<file path="src/rtl/fpdiv_round.sv">
// fpdiv_round: normalizes, rounds (RNE/RZ) and packs the FP32 divider quotient in a 2-stage valid/ready pipe
module fpdiv_round #(
    parameter logic [31:0] NAN_VAL = 32'h7FC00000,
    parameter int          EXP_W   = 10
) (
    input  logic             clk,
    input  logic             reset,
    input  logic             in_valid,
    output logic             in_ready,
    input  logic             round_mode,
    input  logic             q_sign,
    input  logic [EXP_W-1:0] q_exp,
    input  logic [25:0]      q_mant,
    input  logic             rem_zero,
    input  logic             rem_sign,
    input  logic [1:0]       cls,
    output logic             out_valid,
    input  logic             out_ready,
    output logic [31:0]      quotient,
    output logic [2:0]       flags
);
    localparam logic signed [EXP_W:0] EMAX = (EXP_W+1)'(255);
    localparam logic signed [EXP_W:0] EMIN = '0;

    logic s1_valid, s2_valid, s1_en, s2_en;
    logic s1_sign, s1_rz, s1_g, s1_sticky;
    logic [1:0] s1_cls;
    logic [22:0] s1_frac;
    logic signed [EXP_W:0] s1_exp;

    logic [25:0] q_adj;
    logic sticky0, n_g, n_sticky;
    logic [22:0] n_frac;
    logic signed [EXP_W:0] n_exp;

    logic inc, ovf, unf;
    logic [23:0] sum;
    logic signed [EXP_W:0] exp_r;
    logic [31:0] n_q;
    logic [2:0] n_f;

    assign s2_en     = !s2_valid || out_ready;
    assign s1_en     = !s1_valid || s2_en;
    assign in_ready  = s1_en;
    assign out_valid = s2_valid;

    // Undo a quotient overestimate, then align to a 1.f significand with guard and sticky
    always_comb begin
        q_adj    = q_mant - {25'b0, rem_sign};
        sticky0  = rem_sign | !rem_zero;
        n_frac   = q_adj[25] ? q_adj[24:2] : q_adj[23:1];
        n_g      = q_adj[25] ? q_adj[1] : q_adj[0];
        n_sticky = sticky0 | (q_adj[25] & q_adj[0]);
        n_exp    = {q_exp[EXP_W-1], q_exp} - {{EXP_W{1'b0}}, !q_adj[25]};
    end

    // Stage 1 register: normalized fields plus pass-through sign/class/mode
    always_ff @(posedge clk) begin
        if (reset) begin
            s1_valid <= 1'b0;
        end else if (s1_en) begin
            s1_valid  <= in_valid;
            s1_sign   <= q_sign;
            s1_rz     <= round_mode;
            s1_cls    <= cls;
            s1_exp    <= n_exp;
            s1_frac   <= n_frac;
            s1_g      <= n_g;
            s1_sticky <= n_sticky;
        end
    end

    // Round, detect range limits and pick the packed result; special classes override everything
    always_comb begin
        inc   = !s1_rz & s1_g & (s1_sticky | s1_frac[0]);
        sum   = {1'b0, s1_frac} + {23'b0, inc};
        exp_r = s1_exp + {{EXP_W{1'b0}}, sum[23]};
        ovf   = exp_r >= EMAX;
        unf   = exp_r <= EMIN;
        n_q   = s1_cls == 2'b01 ? {s1_sign, 31'h0} :
                s1_cls == 2'b10 ? {s1_sign, 8'hFF, 23'h0} :
                s1_cls == 2'b11 ? NAN_VAL :
                ovf ? (s1_rz ? {s1_sign, 31'h7F7FFFFF} : {s1_sign, 8'hFF, 23'h0}) :
                unf ? {s1_sign, 31'h0} :
                {s1_sign, exp_r[7:0], sum[22:0]};
        n_f   = s1_cls != 2'b00 ? 3'b000 :
                ovf ? 3'b101 :
                unf ? 3'b011 :
                {2'b00, s1_g | s1_sticky};
    end

    // Stage 2 register: output is held while the consumer stalls
    always_ff @(posedge clk) begin
        if (reset) begin
            s2_valid <= 1'b0;
            quotient <= '0;
            flags    <= '0;
        end else if (s2_en) begin
            s2_valid <= s1_valid;
            if (s1_valid) begin
                quotient <= n_q;
                flags    <= n_f;
            end
        end
    end
endmodule

</file>
<file path="config.mk">
export PLATFORM = sky130hd
export DESIGN_NAME = fpdiv_round
export DESIGN_NICKNAME = d
export VERILOG_FILES = /design/src/rtl/fpdiv_round.sv
export SDC_FILE = /design/constraint.sdc
export NUM_CORES = 1
export LEC_CHECK = 0
export ABC_CLOCK_PERIOD_IN_PS = 4130
export CORE_UTILIZATION = 45
export CTS_CLUSTER_DIAMETER = 60
export DETAILED_ROUTE_END_ITERATION = 10
export GPL_ROUTABILITY_DRIVEN = 0
export PLACE_DENSITY = 0.72
export RECOVER_POWER = 100
export SLEW_MARGIN = 30
export SYNTH_ARGS = -nofsm -noshare
export SYNTH_HDL_FRONTEND = slang
export SYNTH_SLANG_ARGS = --single-unit
</file>
<file path="constraint.sdc">
create_clock -name clk -period 4.13 [get_ports clk]
set_input_delay 1.239 -clock clk [delete_from_list [all_inputs] [get_ports clk]]
set_output_delay 1.239 -clock clk [all_outputs]
set_load 0.005 [all_outputs]
</file>
==> run summary <==
Residual DRC count: 0
Max Slew Vio Count: 0
Commonest cells after routing, fill and taps aside: nand2_1 (56), dlygate4sd3_1 (44), nor2_1 (41)
Core Rows: 37
Crit path max fanout: 6
Core ar.: 10,460 sq um
Dpl cells: 769
Post-Layout Cell Count: 785
# H-tree levels: 3
Peak supply drop: 0.1421 mV
Die area: 11,320 sq um
Worst-path clk slew: 0.08 ns
CP max stage delay: 0.58 ns
Status: complete, no violations
PwrDens: 302.0 nW/um^2
Syn Nets: 593
First-pass GRT wire length: 19.78 mm
Tmin final: 3.992 ns
Synth warnings: 0
Ys flop type: edfxtp_1
Total CTS buffers: 9
1st-iter DRT viols: 234
Cell mode on critical path: dlygate4sd3_1
Clk_lat worst skew: 0.34 ns
Crit path cell chain: dlygate4sd3_1 -> nor2b_1 -> nand2_1 -> dlygate4sd3_1
#FFs+latches synth: 77
Setup TNS: 0 ns
Clock root buffer master: clkbuf_8
Worst path slowest cell: dlygate4sd3_1
Drt total wl: 11.90 mm
Commonest non-fill, non-tap cell in the layout: nand2_1
WL per Instance: 15.16 um
Worst Max-Slew Pin Slew: 0.9182 ns
PortBufs: 82
Post-Syn Area per Cell: 9.095 sq um
EDFF count, synth: 40
# setup viols final: 0
CP arrival: 2.75 ns
FFs w/ async S/R, synth: 0%
Vias in the first global route: 4,191
Postcts setup bufs: 0
Hold_ws: 0.4502 ns
Clock buffer depth: 2
Crit path kind: in -> out
Max-cap violations: 0
Yosys cell types: 67
Seq/Total Area, Yosys: 39.61%
Hold/Removal Path Class: reg -> reg
Crit path required time: 2.89 ns
Worst Setup Start Kind: input pin
Final net count: 698
CTS sink cnt: 77
Crit. End Element: output pin
Final ANT Viol Nets: 0
Fmax: 250.5 MHz
Hold-fix buffers, CTS: 0
TritonRoute pass-1 iters: 5
Starting Density: 46.85%
Final-report hold violation count: 0
Die Ht: 106.4 um
Final period util: 96.66%
Initial antenna violation count: 0
Die W: 106.4 um
Layout cells sized above 1: 12.17%
Largest net degree at the start of global routing: 38
Cell Area, Synth: 4902 sq um
Layout fillers: 950
Vias per Instance: 5.716
Leak: 2.378 nW
Diode count: 0
Total track usage: 21.77%
Post-cts sizing count: 0
Number of I/O pins: 83
RSZ-0062 raised after global routing: no
CTS tree: built
Area Overhead vs Synth: 28.23%
GRT overflow: 0
Slew margin rel.: 38.79%
DP HPWL: 9.491 mm
Number of cells produced by synthesis: 539
Setup clock skew after layout: 0.007177 ns
Vias: 4,487
-- stage by stage --
stage / instance area [sq um] / utilization (%) / power [W] / setup WS, ns
6_report: 6286 / 60.08 / 0.001899 / 0.1379
5_1_grt: 6286 / 60.08 / 0.001977 / 0.03736
4_1_cts: 6315 / 60.36 / 0.001920 / 0.2155
3_5_place_dp: 6053 / 57.86 / 0.001199 / -0.1534
3_3_place_gp: 6053 / 57.86 / 0.001190 / 0.07984
2_1_floorplan: 4902 / - / 0.001064 / 0.1680
-- cell usage after synthesis (6+ instances only) --
cell type	count	area share, %
or3_1	8	1.0
clkbuf_1	13	1.0
edfxtp_1	40	25
nand4_1	11	1.4
a21oi_1	34	3.5
o21ai_0	20	2.0
nand2b_1	9	1.1
nor3_1	21	2.1
dfxtp_1	37	15
nor2_1	41	3.1
a211oi_1	6	0.92
ha_1	8	2.0
o221a_2	6	1.4
nand2_1	55	4.2
a221oi_1	6	1.1
inv_1	16	1.2
xnor2_1	26	4.6
buf_2	10	1.0
and3_1	9	1.1
a22o_1	7	1.3
nand3_1	23	2.3
xor2_1	26	4.6
-- flip-flops by register name, indices dropped and copies added (netlist names) --
register,flops
s1_frac,23
s1_g,1
s1_valid,1
s1_cls,2
quotient,32
s1_sticky,1
s1_rz,1
s1_exp,11
out_valid,1
s1_sign,1
flags,3
-- final cells by class --
class                   instances  area [sq um]  area share, %
repair buffers                122          1106          17.60
inverters                      17         65.06          1.035
flip-flops and latches         77          1942          30.89
clock inverters                 7         137.6          2.189
multi-input cells             417          2741          43.61
well taps                     136         170.2          2.707
clock buffers                   9         123.9          1.971
-- where the power goes --
part / internal [W] / switching, W / leakage [nW]
sequential: 0.000852 / 0.0000368 / 0.692
clock: 0.000460 / 0.000263 / 0.129
combinational: 0.000142 / 0.000145 / 1.56
-- kinds of logic after synthesis --
group | after synthesis | share of synthesized area, %
and+or+nand+nor | 214 | 22.97
AOI/OAI and AO/OA | 136 | 20.16
DFF | 77 | 39.61
xor gates and xnor gates | 52 | 9.291
buffers and inverters | 45 | 4.441
adders and majority gates | 8 | 2.042
muxes | 7 | 1.480
-- critical path, delay by kind of cell --
family / cells / cell delay [ns]
and+or+nand+nor: 2 / 0.41
buffers and inverters: 2 / 1.11
-- metal layers --
layer / global-route usage [%] / vias up / share of wire, %
met5: 0 / - / 0
met4: 9.226 / 0 / 2.5
met3: 2.820 / 22 / 4.4
met2: 36.73 / 140 / 48
met1: 27.91 / 2088 / 45
li1: - / 2237 / -
-- final timing paths --
path                     start           end  slack, ns  depth (start not counted)
hold / removal    quotient[31]  quotient[31]       0.45                          2
hold reg to reg   quotient[31]  quotient[31]       0.45                          2
setup reg to reg         s1_rz   quotient[9]       0.29                         16
setup / recovery     out_ready      in_ready       0.14                          4
No activity file was read; power rests on OpenSTA's default activity.
